==> src/rtl/sqrt_iter.sv <==
// rtl/sqrt_iter.sv - handshaked restoring integer square root, one root bit per clock; optional rounding via SQRT_ROUND_EN
module sqrt_iter #(
  parameter int WIDTH     = 32,
  parameter int SIGNED_IN = 0
) (
  input  logic                 sqrt_clk,
  input  logic                 sqrt_rst_n,
  input  logic                 in_valid,
  output logic                 in_ready,
  input  logic [WIDTH-1:0]     A,
  output logic                 out_valid,
  input  logic                 out_ready,
  output logic [WIDTH/2-1:0]   Out,
  output logic [WIDTH/2:0]     rem,
  output logic                 neg_err,
  output logic                 busy
);

  localparam int H  = WIDTH / 2;
  localparam int CW = (H > 1) ? $clog2(H) : 1;

  typedef enum logic [1:0] {IDLE, CALC, DONE} state_t;

  state_t          state;
  logic [WIDTH-1:0] sreg;   // radicand, consumed two bits per step from the top
  logic [H-1:0]    q;       // partial root
  logic [H+1:0]    r;       // partial remainder, two guard bits wide
  logic [CW-1:0]   cnt;     // iterations left after the current one

  logic [H+1:0]    r_sh;
  logic [H+1:0]    t;
  logic [H+1:0]    r_nx;
  logic [H-1:0]    q_nx;
  logic [H-1:0]    out_fin;
  logic            neg_in;

  assign neg_in = (SIGNED_IN != 0) && A[WIDTH-1];

  // One restoring step: bring down the next bit pair and try subtracting 4Q+1
  always_comb begin
    r_sh = (H+2)'({r, sreg[WIDTH-1 -: 2]});
    t    = {q, 2'b01};
    if (r_sh >= t) begin
      r_nx = r_sh - t;
      q_nx = {q[H-2:0], 1'b1};
    end else begin
      r_nx = r_sh;
      q_nx = {q[H-2:0], 1'b0};
    end
  end

`ifdef SQRT_ROUND_EN
  // Round to nearest: A > Q^2 + Q exactly when the floor remainder exceeds Q; saturate at all ones
  always_comb begin
    if ((r_nx > {2'b00, q_nx}) && !(&q_nx)) begin
      out_fin = q_nx + 1'b1;
    end else begin
      out_fin = q_nx;
    end
  end
`else
  assign out_fin = q_nx;
`endif

  // Control FSM with registered handshake outputs and result registers
  always_ff @(posedge sqrt_clk) begin
    if (!sqrt_rst_n) begin
      state     <= IDLE;
      in_ready  <= 1'b1;
      out_valid <= 1'b0;
      busy      <= 1'b0;
      Out       <= '0;
      rem       <= '0;
      neg_err   <= 1'b0;
      cnt       <= '0;
      sreg      <= '0;
      q         <= '0;
      r         <= '0;
    end else begin
      case (state)
        IDLE: begin
          if (in_valid) begin
            in_ready <= 1'b0;
            busy     <= 1'b1;
            if (neg_in) begin
              // Negative operand: skip the iterations and flag it
              state     <= DONE;
              out_valid <= 1'b1;
              Out       <= '0;
              rem       <= '0;
              neg_err   <= 1'b1;
            end else begin
              state   <= CALC;
              sreg    <= A;
              q       <= '0;
              r       <= '0;
              cnt     <= CW'(H - 1);
              neg_err <= 1'b0;
            end
          end
        end
        CALC: begin
          sreg <= {sreg[WIDTH-3:0], 2'b00};
          r    <= r_nx;
          q    <= q_nx;
          if (cnt == '0) begin
            state     <= DONE;
            out_valid <= 1'b1;
            Out       <= out_fin;
            rem       <= r_nx[H:0];
          end else begin
            cnt <= cnt - 1'b1;
          end
        end
        DONE: begin
          if (out_ready) begin
            state     <= IDLE;
            out_valid <= 1'b0;
            in_ready  <= 1'b1;
            busy      <= 1'b0;
          end
        end
        default: begin
          state     <= IDLE;
          out_valid <= 1'b0;
          in_ready  <= 1'b1;
          busy      <= 1'b0;
        end
      endcase
    end
  end

endmodule

==> config.mk <==
export PLATFORM = sky130hd
export DESIGN_NAME = sqrt_iter
export DESIGN_NICKNAME = d
export VERILOG_FILES = /design/src/rtl/sqrt_iter.sv
export SDC_FILE = /design/constraint.sdc
export NUM_CORES = 1
export LEC_CHECK = 0
export CORE_UTILIZATION = 50
export DETAILED_ROUTE_END_ITERATION = 10
export GPL_ROUTABILITY_DRIVEN = 1
export GPL_TIMING_DRIVEN = 0
export PLACE_DENSITY = 0.86
export SYNTH_ARGS = -nofsm -noshare
export SYNTH_HDL_FRONTEND = slang
export SYNTH_SLANG_ARGS = --single-unit
==> constraint.sdc <==
create_clock -name sqrt_clk -period 2.6 [get_ports sqrt_clk]
set_clock_uncertainty 0.15 [all_clocks]
set_input_delay 0.52 -clock sqrt_clk [delete_from_list [all_inputs] [get_ports sqrt_clk]]
set_output_delay 0.52 -clock sqrt_clk [all_outputs]
set_load 0.05 [all_outputs]
==> impl_metrics.csv, run 1 <==
group,metric,value,unit
status,status,"completed",
drt,wl_per_cell,16.5,microns
drt,viasPerCell,5.83,
floorplan,initial_utilization,51.7,%
synthesis,synth_area_leader_cell,"dfxtp_1",
power_and_ir_drop,finalPower,8.54,mW
sta,finalHoldViolCount,0,
cells_and_area,drive_above_1_share,10.7,%
synthesis,synth_edf_count,0,
worst_setup_path,crit_path_end_kind,"register",
global_route,grt_use_total,28.3,%
power_and_ir_drop,p_leak,2.38,nW
worst_setup_path,critical_path_class,"register to register",
worst_setup_path,worstReg2RegStart,"q[9]",
drt,drtAntennaViolNets,0,
cts,cts-buffers-inserted,9,
place,dpl_cell_area,5920,sq um
floorplan,core_area,9770,sq um
power_and_ir_drop,irDropWorstVdd,0.00101,V
floorplan,std_cell_rows,36,
worst_setup_path,r2r_slack,10,ps
synthesis,avgSynthCellArea,7.92,sq um
cts,hold_buffers,0,
synthesis,synthDominantCellAreaShare,42.0,%
sta,rsz0062_at_grt,"true",
sta,maxSlewHeadroom,58.1,%
power_and_ir_drop,power.share.switching,42.7,%
global_route,overflow,0,
floorplan,die_h,103,microns
power_and_ir_drop,p_int,4.89,mW
cts,cts_sinks,106,
worst_setup_path,rr_worst_depth,11,
drt,drtIter0Drc,356,
global_route,antenna_found_initial,0,
place,port_buffers,70,
power_and_ir_drop,comb_power_share,63.4,%
drt,drc,0,
cells_and_area,final_area,6450,sq um
worst_setup_path,cp-startpoint,"q[9]",
worst_setup_path,rr_endpoint,"r[11]",
synthesis,syn_inst,638,
sta,finalCritPeriodShare,99.6,%
cts,clk_pin_slew,110,ps
sta,setup_viol,0,
drt,wl,14300,microns
floorplan,io_pins,73,
cells_and_area,area_delta_synth_final,27.7,%
worst_setup_path,crit_fanout,6,
power_and_ir_drop,power.switching,3.65,mW
worst_setup_path,cp_data_arrival_time,2760,ps
synthesis,synth_area,5050,sq um
sta,worst-slew-pin-transition,629,ps
worst_setup_path,endpoint,"r[11]",
synthesis,ys_ff_latch,106,
cts,tritoncts,"done",
sta,slew_viol_final,0,
floorplan,die_w,103,microns
cells_and_area,final_cell_mix,"dfxtp_1 (94), nand2_1 (80), nor2_1 (77)",
synthesis,syn-num-nets,693,
power_and_ir_drop,clkPwrFrac,12.7,%
cts,htreeDepth,3,
place,post-dp-hpwl,10000,microns
worst_setup_path,cp-start-kind,"register",
global_route,grt_max_degree,20,
global_route,grt_pass1_wl,22900,microns
synthesis,synth-main-ff-cell,"dfxtp_1",
sta,fmax,386,MHz
cells_and_area,antenna_cells,0,
cells_and_area,fin_nets,786,
sta,post-route-min-period,2590,ps
power_and_ir_drop,p_seq_share,23.9,%
cells_and_area,final_common_cell,"dfxtp_1",
job,drv_cap,0,
place,globalplace.congestion,0.946,
drt,drt_pass1_iterations,5,
worst_setup_path,crit_required,2770,ps
global_route,grt_pass1_vias,4849,
synthesis,synth_sequential_area_ratio,42.0,%
floorplan,fp.dieArea,10500,sq um
min_path,hold_class,"register to register",
power_and_ir_drop,powerDensity,1320,nW/um^2
cells_and_area,fin_util,66.0,%
cts,cts_root_buf,"clkbuf_8",
cts,clk_latency,380,ps
drt,dr_total_vias,5066,
cts,clk_path_buf_depth,2,
synthesis,async_reset_ff_share,0,%
synthesis,ys_types,58,
synthesis,ys_warn_count,0,
synthesis,synth_area_leaders,"dfxtp_1 (42%), o21ai_0 (6.9%), a21oi_1 (6.6%)",
==> metrics by stage <==
stage	TNS (ps)	hold WS [ps]	setup slack, ps	cells
6_report	0	311	10.2	869
5_1_grt	-1170	332	-102	869
4_1_cts	0	314	2.67	867
3_5_place_dp	-2970	299	-192	841
3_3_place_gp	-1080	296	-114	841
2_1_floorplan	0	290	273	638
==> worst min path at each step <==
| stage | startpoint | end | slack (ps) | cells after the start |
|---|---|---|---|---|
| after global placement | Out[14] | Out[14] | 300 | 2 |
| after detailed placement | Out[14] | Out[14] | 300 | 2 |
| after global routing | Out[14] | Out[14] | 330 | 2 |
| after CTS | Out[14] | Out[14] | 310 | 2 |
| final | Out[14] | Out[14] | 310 | 2 |
| after floorplan | r[15] | r[15] | 290 | 2 |
==> critical path: stages, from the launching register on <==
cell,delay [ps]
dfxtp_4,390
inv_1,80
ha_4,280
nand4_1,160
buf_4,180
a211oi_2,160
o21ai_2,120
a22oi_4,190
o22ai_4,160
buf_4,170
or3b_4,380
o21ai_1,120
==> final cells by class <==
type,instances,area (sq um)
Inverter,25,93.8
Sequential cell,106,2140
Tap cell,133,166
Buffer,40,179
Timing Repair Buffer,83,818
Clock inverter,7,85.1
Multi-Input combinational cell,466,2850
Clock buffer,9,124
Fill cell,775,3320
==> flip-flops by register name, summed over array words and instances, names as in the netlist <==
name	cells
cnt	4
rem	17
out_valid	1
state	2
in_ready	1
busy	1
q	16
Out	16
r	16
sreg	32
==> power by group through the flow <==
stage | registers, mW | logic [mW] | clock network [mW]
after floorplan | 2.15 | 3.07 | 0
after global placement | 2.03 | 4.00 | 0
after detailed placement | 2.04 | 4.10 | 0
after CTS | 2.03 | 5.15 | 1.09
after global routing | 2.06 | 5.81 | 1.14
final | 2.04 | 5.42 | 1.08
==> metal layers <==
metal  share of wire, %  global-route usage [%]
met1                 43                    36.3
met2                 46                    46.1
met3                6.2                    3.05
met4                4.4                    17.4
met5                  0                       0
==> cell families after synthesis <==
family	Yosys count	share of synthesized area (%)
AND/OR/NAND/NOR	201	16.8
flip-flops	106	42.0
XOR/XNOR	14	2.43
multiplexers	11	2.18
adder cells (fa/ha/maj)	19	4.70
buffers and inverters	66	5.22
other	1	0.0742
AO/OA/AOI/OAI	220	26.6
==> what timing repair did <==
item / in CTS / in global routing
resized for setup: 40 / 9
endpoints found under the setup margin: 45 / 43
buffers inserted: 9 / 3
pin swaps: 5 / 4
cloned: 1 / 0
==> synthesized netlist by cell type (6+ instances only) <==
cell / instances
clkbuf_1: 32
nand4_1: 6
dfxtp_1: 106
xor2_1: 6
o21ai_0: 70
inv_1: 23
mux2i_1: 11
a21oi_1: 67
xnor2_1: 8
nor2_1: 77
ha_1: 19
nand2_1: 81
a22oi_1: 17
nand3_1: 13
o21ai_1: 12
nor3_1: 8
(Power assumes the default switching activity.)
==> run 2: changes to the inputs <==
Settings changed: CAP_MARGIN set to 20.
==> results of run 2 <==
Final layout, timing and power as in run 1 (identical DEF).
==> run 3: changes to the inputs <==
Settings changed: CELL_PAD_IN_SITES_DETAIL_PLACEMENT set to 2, CELL_PAD_IN_SITES_GLOBAL_PLACEMENT set to 2, CORE_UTILIZATION 50 to 32, PLACE_DENSITY 0.86 to 0.92, SETUP_SLACK_MARGIN set to 0.3.
==> run 3 against run 2 <==
Against the previous run:
- first-iteration DRC count shrank 25%
- cell count grew 12%
- fmax shrank 5.1%
- clock power grew 41%
- sequential cell count is the same
- highest routed layer unchanged
- sequential share of layout area shrank 3.5 points
- die area grew 55%
- worst setup slack lost 140 ps
- the run now ends with setup timing left
- critical path depth grew 1
- power grew 36%
==> impl_metrics.csv, run 3 (same netlist as run 1, synthesis figures left out) <==
group,metric,value,unit
place,post-dp-hpwl,14000,microns
sta,rsz0062_at_grt,"true",
min_path,hold_class,"register to register",
cells_and_area,reg.largest.list,"sreg (32), rem (17)",
cts,cts-buffers-inserted,9,
worst_setup_path,crit_slowest_cell,"dfxtp_1",
sta,maxSlewHeadroom,56.0,%
cts,htreeDepth,3,
sta,slew_viol_final,0,
cells_and_area,final_common_cell,"dfxtp_1",
job,drv_cap,0,
place,globalplace.congestion,0.837,
place,place_ws,-238,ps
worst_setup_path,cpMostUsedCell,"buf_12",
floorplan,fp.dieArea,16300,sq um
cts,clk_path_buf_depth,2,
drt,wl,23700,microns
drt,drtIter0Drc,266,
drt,dr_total_vias,5507,
global_route,grt_pass1_wl,35200,microns
drt,wl_per_cell,24.5,microns
cts,tritoncts,"done",
floorplan,io_pins,73,
min_path,min_to,"Out[12]",
worst_setup_path,worstReg2RegStart,"q[6]",
drt,viasPerCell,5.68,
drt,drc,0,
status,status,"finished, violations left",
sta,finalCritPeriodShare,105,%
place,port_buffers,70,
power_and_ir_drop,p_leak,2.74,nW
global_route,grt_use_total,28.9,%
floorplan,initial_utilization,33.0,%
drt,drt_pass1_iterations,5,
worst_setup_path,r2r_slack,-130,ps
worst_setup_path,cp-start-kind,"register",
drt,drtAntennaViolNets,0,
sta,post-route-min-period,2730,ps
worst_setup_path,crit_fanout,10,
cells_and_area,multiInputGateArea,3220,sq um
sta,whs,320,ps
floorplan,std_cell_rows,45,
cells_and_area,drive_above_1_share,22.9,%
sta,finalHoldViolCount,0,
floorplan,core_area,15300,sq um
cts,clk_pin_slew,90,ps
worst_setup_path,crit_path_end_kind,"register",
power_and_ir_drop,powerDensity,1600,nW/um^2
cells_and_area,regMostFlops,"sreg",
cells_and_area,largest_register_ffs,32,
cells_and_area,nFillCells,1679,
status,violations,"setup timing",
sta,worst_slack,-128,ps
worst_setup_path,cp_cell_sequence,"inv_1, ha_4, nand2_2, a211oi_4, o21ai_4, a22oi_4, o22ai_4, buf_12, buf_4, buf_12, nand4_1, o311ai_4",
cells_and_area,antenna_cells,0,
power_and_ir_drop,irDropWorstVdd,0.000563,V
worst_setup_path,critical_path_class,"register to register",
min_path,worstHoldStart,"Out[12]",
sta,worst-slew-pin-transition,660,ps
min_path,min_path_cells,2,
worst_setup_path,rr_worst_depth,12,
global_route,grt_pass1_vias,6162,
worst_setup_path,cp_slowest_stage_delay,440,ps
global_route,overflow,0,
cts,cts_root_buf,"clkbuf_16",
power_and_ir_drop,finalPower,11.6,mW
cells_and_area,final_cell_mix,"dfxtp_1 (83), nand2_1 (78), nor2_1 (72)",
cells_and_area,fin_util,47.5,%
worst_setup_path,crit_required,2710,ps
global_route,antenna_found_initial,0,
worst_setup_path,cp_data_arrival_time,2840,ps
cells_and_area,fin_nets,809,
cts,clk_latency,380,ps
sta,setup_viol,28,
sta,fmax,367,MHz
floorplan,die_h,128,microns
cells_and_area,register_area,2160,sq um
cells_and_area,area_delta_synth_final,44.0,%
cts,cts_sinks,106,
floorplan,die_w,128,microns
worst_setup_path,rr_endpoint,"rem[12]",
cts,hold_buffers,0,
global_route,grt_max_degree,20,
==> run 3: worst max path at each step <==
stage	slack (ps)	depth (start not counted)	to	startpoint
floorplan	320	10	rem[2]	q[9]
global placement	-160	10	rem[7]	q[0]
detailed placement	-240	10	rem[6]	q[0]
CTS	60	11	r[7]	q[0]
global route	-130	12	rem[12]	q[6]
finish	-130	12	rem[12]	q[6]
==> run 3: cell type report <==
| cell class | instances | share of cell area [%] |
|---|---|---|
| Multi-Input combinational cell | 466 | 44.2 |
| Sequential cell | 106 | 29.7 |
| Timing Repair Buffer | 105 | 13.8 |
| Tap cell | 211 | 3.63 |
| Clock buffer | 9 | 3.09 |
| Buffer | 41 | 3.04 |
| Inverter | 25 | 1.29 |
| Clock inverter | 7 | 1.19 |
==> run 3: metal layers <==
layer	routed length [microns]	track usage (%)	share of wire, %	vias up
met1	9280	31.4	39	2774
met3	1020	4.42	4.3	77
met5	0	0	0	-
met2	12400	53.5	52	193
li1	-	-	-	2463
met4	982	16.1	4.1	0
==> run 3: worst max-delay path, delay by kind of cell, from the launching register on <==
family                     cells  cell delay, ps
buffers and inverters          4             590
DFF                            1             440
and+or+nand+nor                2             270
AOI/OAI and AO/OA              5             790
adders and majority gates      1             330
==> run 3: timing repair <==
item | CTS | global route
endpoints found under the setup margin | 60 | 84
setup buffers | 27 | 7
pin swaps | 19 | 16
cloned | 1 | 0
resized for setup | 94 | 72
==> run 3: power by group <==
group | switching, mW | internal, mW
sequential | 0.267 | 1.87
clock | 0.753 | 0.770
combinational | 4.19 | 3.76
total | 5.21 | 6.40
==> run 3: stage by stage <==
stage | instance area (sq um) | setup TNS [ps] | instances
after floorplan | 5080 | 0 | 638
after global placement | 6040 | -2970 | 919
after detailed placement | 6040 | -6960 | 919
after CTS | 6980 | 0 | 963
after global routing | 7280 | -1860 | 970
final | 7280 | -1500 | 970
